===== src/rtl/regfile_pkg.sv =====
// Shared register-file constants and types used by the register file, its
// scoreboard and the decode stage.
package regfile_pkg;

    localparam int DATA_W_DEF   = 32;
    localparam int ADDR_W_DEF   = 5;
    localparam int NUM_RD_DEF   = 3;
    localparam int LINK_REG_IDX = 5;

    // Architectural register names shared with decode
    localparam int REG_ZERO = 0;
    localparam int REG_LINK = LINK_REG_IDX;
    localparam int REG_GP   = 28;
    localparam int REG_SP   = 29;

    // Source selected by a read-port bypass mux
    typedef enum logic [1:0] {
        SRC_ARRAY = 2'd0,
        SRC_WB    = 2'd1,
        SRC_LINK  = 2'd2,
        SRC_ZERO  = 2'd3
    } rd_src_e;

endpackage


===== src/rtl/reg_scoreboard.sv =====
// Pending-write scoreboard: one busy bit per register, same-cycle clear bypass
// for the read ports, and a sticky flag for writebacks nobody issued.
module reg_scoreboard
    import regfile_pkg::*;
#(
    parameter int ADDR_W      = ADDR_W_DEF,
    parameter int NUM_RD      = NUM_RD_DEF,
    parameter int LINK_REG    = LINK_REG_IDX,
    parameter int ZERO_REG_EN = 1
) (
    input  logic                     clk,
    input  logic                     rst_n,
    input  logic [NUM_RD*ADDR_W-1:0] rd_addr,
    output logic [NUM_RD-1:0]        rd_busy,
    input  logic                     iss_valid,
    input  logic [ADDR_W-1:0]        iss_addr,
    input  logic                     wb_valid,
    input  logic [ADDR_W-1:0]        wb_addr,
    input  logic                     link_valid,
    output logic                     sb_err
);

    localparam int NREG = 1 << ADDR_W;
    localparam logic [ADDR_W-1:0] LINK_A = ADDR_W'(LINK_REG);

    logic [NREG-1:0] busy;
    logic [NREG-1:0] busy_nxt;
    logic [NREG-1:0] set_vec;
    logic [NREG-1:0] clr_vec;
    logic            iss_en;
    logic            wb_en;
    logic            link_en;
    logic            sb_err_set;

    // Register 0 never takes part in tracking when it is hard-wired
    assign iss_en  = iss_valid  && !((ZERO_REG_EN != 0) && (iss_addr == '0));
    assign wb_en   = wb_valid   && !((ZERO_REG_EN != 0) && (wb_addr == '0));
    assign link_en = link_valid && !((ZERO_REG_EN != 0) && (LINK_A == '0));

    always_comb begin
        set_vec = '0;
        clr_vec = '0;
        if (iss_en)
            set_vec[iss_addr] = 1'b1;
        if (wb_en)
            clr_vec[wb_addr] = 1'b1;
        if (link_en)
            clr_vec[LINK_A] = 1'b1;
        busy_nxt = set_vec | (busy & ~clr_vec);
    end

    assign sb_err_set = wb_en && !busy[wb_addr] && !(iss_en && (iss_addr == wb_addr));

    generate
        for (genvar k = 0; k < NUM_RD; k++) begin : g_rd_busy
            logic [ADDR_W-1:0] a;
            assign a = rd_addr[k*ADDR_W +: ADDR_W];
            // A same-cycle clear shows through at once; a same-cycle issue waits a cycle
            assign rd_busy[k] = busy[a] && !(clr_vec[a] && !set_vec[a])
                                && !((ZERO_REG_EN != 0) && (a == '0));
        end
    endgenerate

    always_ff @(posedge clk or negedge rst_n) begin
        if (!rst_n) begin
            busy   <= '0;
            sb_err <= 1'b0;
        end else begin
            busy <= busy_nxt;
            if (sb_err_set)
                sb_err <= 1'b1;
        end
    end

endmodule


===== src/rtl/reg_file_sb.sv =====
// Multi-read-port register file with write-first bypass, a link write port,
// HI/LO registers and a pending-write scoreboard for RAW hazard detection.
module reg_file_sb
    import regfile_pkg::*;
#(
    parameter int DATA_W      = DATA_W_DEF,
    parameter int ADDR_W      = ADDR_W_DEF,
    parameter int NUM_RD      = NUM_RD_DEF,
    parameter int LINK_REG    = LINK_REG_IDX,
    parameter int ZERO_REG_EN = 1
) (
    input  logic                     clk,
    input  logic                     rst_n,
    input  logic [NUM_RD*ADDR_W-1:0] rd_addr,
    output logic [NUM_RD*DATA_W-1:0] rd_data,
    output logic [NUM_RD-1:0]        rd_busy,
    input  logic                     iss_valid,
    input  logic [ADDR_W-1:0]        iss_addr,
    input  logic                     wb_valid,
    input  logic [ADDR_W-1:0]        wb_addr,
    input  logic [DATA_W-1:0]        wb_data,
    input  logic                     link_valid,
    input  logic [DATA_W-1:0]        link_data,
    input  logic                     hilo_valid,
    input  logic [DATA_W-1:0]        hi_data,
    input  logic [DATA_W-1:0]        lo_data,
    output logic [DATA_W-1:0]        hi_out,
    output logic [DATA_W-1:0]        lo_out,
    output logic                     sb_err
);

    localparam int NREG = 1 << ADDR_W;
    localparam logic [ADDR_W-1:0] LINK_A = ADDR_W'(LINK_REG);

    logic [DATA_W-1:0] regs [NREG];
    logic [DATA_W-1:0] hi_q;
    logic [DATA_W-1:0] lo_q;
    logic              wb_en;
    logic              link_en;

    assign wb_en   = wb_valid   && !((ZERO_REG_EN != 0) && (wb_addr == '0));
    assign link_en = link_valid && !((ZERO_REG_EN != 0) && (LINK_A == '0));

    // Link is written after wb so it wins a same-register collision
    always_ff @(posedge clk or negedge rst_n) begin
        if (!rst_n) begin
            for (int i = 0; i < NREG; i++)
                regs[i] <= '0;
            hi_q <= '0;
            lo_q <= '0;
        end else begin
            if (wb_en)
                regs[wb_addr] <= wb_data;
            if (link_en)
                regs[LINK_A] <= link_data;
            if (hilo_valid) begin
                hi_q <= hi_data;
                lo_q <= lo_data;
            end
        end
    end

    generate
        for (genvar k = 0; k < NUM_RD; k++) begin : g_rd
            logic [ADDR_W-1:0] a;
            rd_src_e           src;
            assign a = rd_addr[k*ADDR_W +: ADDR_W];

            always_comb begin
                src = SRC_ARRAY;
                if ((ZERO_REG_EN != 0) && (a == '0))
                    src = SRC_ZERO;
                else if (link_en && (a == LINK_A))
                    src = SRC_LINK;
                else if (wb_en && (a == wb_addr))
                    src = SRC_WB;
            end

            always_comb begin
                case (src)
                    SRC_ZERO: rd_data[k*DATA_W +: DATA_W] = '0;
                    SRC_LINK: rd_data[k*DATA_W +: DATA_W] = link_data;
                    SRC_WB:   rd_data[k*DATA_W +: DATA_W] = wb_data;
                    default:  rd_data[k*DATA_W +: DATA_W] = regs[a];
                endcase
            end
        end
    endgenerate

    assign hi_out = hilo_valid ? hi_data : hi_q;
    assign lo_out = hilo_valid ? lo_data : lo_q;

    reg_scoreboard #(
        .ADDR_W      (ADDR_W),
        .NUM_RD      (NUM_RD),
        .LINK_REG    (LINK_REG),
        .ZERO_REG_EN (ZERO_REG_EN)
    ) u_scoreboard (
        .clk        (clk),
        .rst_n      (rst_n),
        .rd_addr    (rd_addr),
        .rd_busy    (rd_busy),
        .iss_valid  (iss_valid),
        .iss_addr   (iss_addr),
        .wb_valid   (wb_valid),
        .wb_addr    (wb_addr),
        .link_valid (link_valid),
        .sb_err     (sb_err)
    );

endmodule


===== config.mk =====
export PLATFORM = sky130hd
export DESIGN_NAME = reg_file_sb
export DESIGN_NICKNAME = d
export VERILOG_FILES = /design/src/rtl/regfile_pkg.sv /design/src/rtl/reg_scoreboard.sv /design/src/rtl/reg_file_sb.sv
export SDC_FILE = /design/constraint.sdc
export NUM_CORES = 2
export LEC_CHECK = 0
export CAP_MARGIN = 20
export CORE_MARGIN = 3
export CORE_UTILIZATION = 31
export CTS_CLUSTER_DIAMETER = 200
export DETAILED_ROUTE_END_ITERATION = 16
export PLACE_DENSITY = 0.54
export RECOVER_POWER = 25
export SYNTH_ARGS = -nofsm -noshare
export SYNTH_HDL_FRONTEND = slang
export SYNTH_SLANG_ARGS = --single-unit

===== constraint.sdc =====
create_clock -name clk -period 11.7 [get_ports clk]
set_input_delay 3.51 -clock clk [delete_from_list [all_inputs] [get_ports clk]]
set_output_delay 3.51 -clock clk [all_outputs]
set_load 0.05 [all_outputs]

==> results.cfg <==
[outcome]
status = finished with violations
violations = capacitance limit, slew limit

[worst_setup_path]
arrival_ps = 7210
path_class = in2out
endpoint_kind = output pin
crit_path_start_kind = input port
required_ps = 8190
reg2reg_depth = 5
cp_max_fo = 26

[cts]
cts_root_buffer = clkbuf_16
clk_latency_ps = 820
htreeDepth = 4
ctsHoldBuffers = 0
clock_sinks = 1121
cts_resized = 0
clk_pin_slew_ps = 60
clockBufferDepth = 3
numCtsBuffers = 137
post_cts_buffers = 0
cts_tree = done

[power_and_ir_drop]
p_sw_w = 0.00417
power_density_nw_per_um2 = 166
peakVddDrop_mv = 0.144
netSwitchingFraction = 0.313
p_int_w = 0.00914
p_leak_nw = 32.4
seqPwrFrac = 0.393
pwr-share-comb = 0.278
clkPwrFrac = 0.329

[global_routing]
antenna_found_initial = 12
grt_use_total = 0.215
grt_pass1_vias = 47600
grt_pass1_wl_um = 358000
grt_start_max_net_pins = 143
gr-total-overflow = 0

[yosys]
syn_area_per_cell_um2 = 15.6
syn-num-nets = 4626
synth_compound_area_frac = 0.0318
syn_inst = 4467
muxShareOfSynthArea = 0.494
synthArstFlopShare = 1.00
synth-main-ff-cell = dfrtp_1
synth_top_family_by_area = multiplexers
synth_xor_area_frac = 0.00365
syn_area_um2 = 69500
yosysWarnings = 0
yosysSeqAreaShare = 0.403
synth_edf_count = 0
synth-simple-area-share = 0.0318
yosysUniqueCellTypes = 72
synth_fa_ha_area_frac = 0
synth_seq_cells = 1121

[drt]
avgViaCountPerCell = 6.02
dr.pass1.iters = 5
drtIter0Drc = 4149
post_drt_wl_per_cell_um = 32.6
via_count = 45800
wl_um = 249000
drc_errors = 0
drtAntennaViolNets = 0

[timing]
relSlewSlack = -1.64
fin_skew_ps = 42.9
rsz0062_at_grt = false
period_needed_ps = 10720
max_freq_mhz = 93.2
worst_pin_slew_ps = 3970
finalSetupViolations = 0
min_period_over_period = 0.917
drv_slew = 609
whs_ps = 411
hold_viol_final = 0
fin_setup_tns_ps = 0

[floorplan]
die-area_um2 = 230000
std_cell_rows = 173
start_util = 0.312
die_w_um = 480
ioPinCount = 323
die_h_um = 480
core_um2 = 223000

[placement]
dpl.hpwl_um = 144000
gp_congestion = 0.853
portBuffers = 322

[hold_path]
min_path_cells = 0
hold_class = reg2reg

[layout]
syn_to_final_growth_pct = 15.3
finalNetCount = 4690
drive_gt1_frac = 0.526

[flow_run]
maxCapViolCount = 8
## kinds of logic (layout without fill, tap and decap cells)
family	after synthesis	after routing
xor gates and xnor gates	29	29
DFF	1121	1121
buffers and inverters	560	726
AOI/OAI and AO/OA	293	293
other	0	6
and+or+nand+nor	408	408
muxes	2056	2056
## flip-flops by register name, indices dropped and copies added, names as in the netlist
signal               flops
hi_q                    32
lo_q                    32
regs                  1024
u_scoreboard.busy       32
u_scoreboard.sb_err      1
## final timing paths
path | startpoint | to | slack [ps]
max | wb_addr[0] | rd_data[1] | 980
min | regs[1006] | regs[1006] | 410
max reg2reg | u_scoreboard.busy[27] | u_scoreboard.sb_err | 9850
min reg2reg | regs[1006] | regs[1006] | 410
max in group asynchronous | rst_n | regs[921] | 2240
min in group asynchronous | rst_n | lo_q[10] | 4130
## layout by cell type (no fill, tap or decap), types with 28 or more instances in the layout
cell             netlist  final
mux2_1               116    141
buf_4                 13    202
mux2i_1               36     36
clkbuf_1             270     38
clkbuf_8               0     28
o21ai_0               36     36
clkdlybuf4s50_1        0    226
nand2_1              185    176
a22oi_2               30     30
dfrtp_1             1121   1121
a22oi_1              131    131
o21ai_1               29     29
clkbuf_16              0    138
mux2_2               909    884
mux4_2               995    995
nand3_2               30     30
nand2b_1              43     41
## worst max-delay path, stage by stage
cell and delay (ps):
clkdlybuf4s50_1 520, buf_4 400, xnor2_1 210, nand3_1 200
nor4_4 380, buf_4 560, a22oi_1 170, nand2_1 340
clkdlybuf4s50_1 880
## per-layer routing
| layer | vias to the layer above | track usage | wire (um) |
|---|---|---|---|
| met3 | 571 | 0.0486 | 18300 |
| met2 | 2038 | 0.352 | 120000 |
| li1 | 18100 | - | - |
| met4 | 6 | 0.102 | 13100 |
| met1 | 25100 | 0.269 | 96600 |
| met5 | - | 0 | 56 |
## Yosys cell counts (11+ instances only)
library cell / n / area, um2
nor2b_1: 17 / 106
o21ai_0: 36 / 180
mux2_2: 909 / 10200
mux2_1: 116 / 1310
nand2_1: 185 / 694
buf_2: 195 / 976
inv_1: 12 / 45.0
nand3_1: 26 / 130
a22oi_2: 30 / 375
nor3_1: 15 / 75.1
buf_1: 57 / 214
clkbuf_1: 270 / 1010
buf_4: 13 / 97.6
buf_6: 12 / 135
dfrtp_1: 1121 / 28100
mux2i_1: 36 / 360
nand3_2: 30 / 300
o21ai_1: 29 / 145
nor2_1: 30 / 113
nand2b_1: 43 / 269
mux4_2: 995 / 22400
xnor2_1: 23 / 201
a22oi_1: 131 / 983
o22ai_1: 11 / 68.8
## power groups by stage
stage / sequential, W / clock (W) / combinational [W]
4_1_cts: 0.00521 / 0.00450 / 0.00371
3_5_place_dp: 0.00527 / 0 / 0.00371
3_3_place_gp: 0.00522 / 0 / 0.00367
2_1_floorplan: 0.00506 / 0 / 0.00273
5_1_grt: 0.00534 / 0.00465 / 0.00389
6_report: 0.00523 / 0.00438 / 0.00369
## metrics by stage
step | total power, W | util | setup WS (ps) | std cells | instance area [um2]
floorplan | 0.00779 | - | 1820 | 4467 | 69500
global placement | 0.00889 | 0.339 | 1020 | 7366 | 75600
detailed placement | 0.00898 | 0.339 | 1020 | 7366 | 75600
CTS | 0.0134 | 0.360 | 1010 | 7607 | 80200
global route | 0.0139 | 0.360 | 926 | 7609 | 80200
finish | 0.0133 | 0.360 | 976 | 7614 | 80200
## final cells by class
cell class                 instances  area (um2)
fill                           21000      143000
clock buffer                     196        3930
sequential                      1121       28100
clock inverter                    45         684
antenna                            6        15.0
inverter                          13        53.8
tap                             2975        3720
multi-input combinational       2786       39200
timing repair buffer             472        4470
Note: power is estimated with default switching activity, not from simulation.
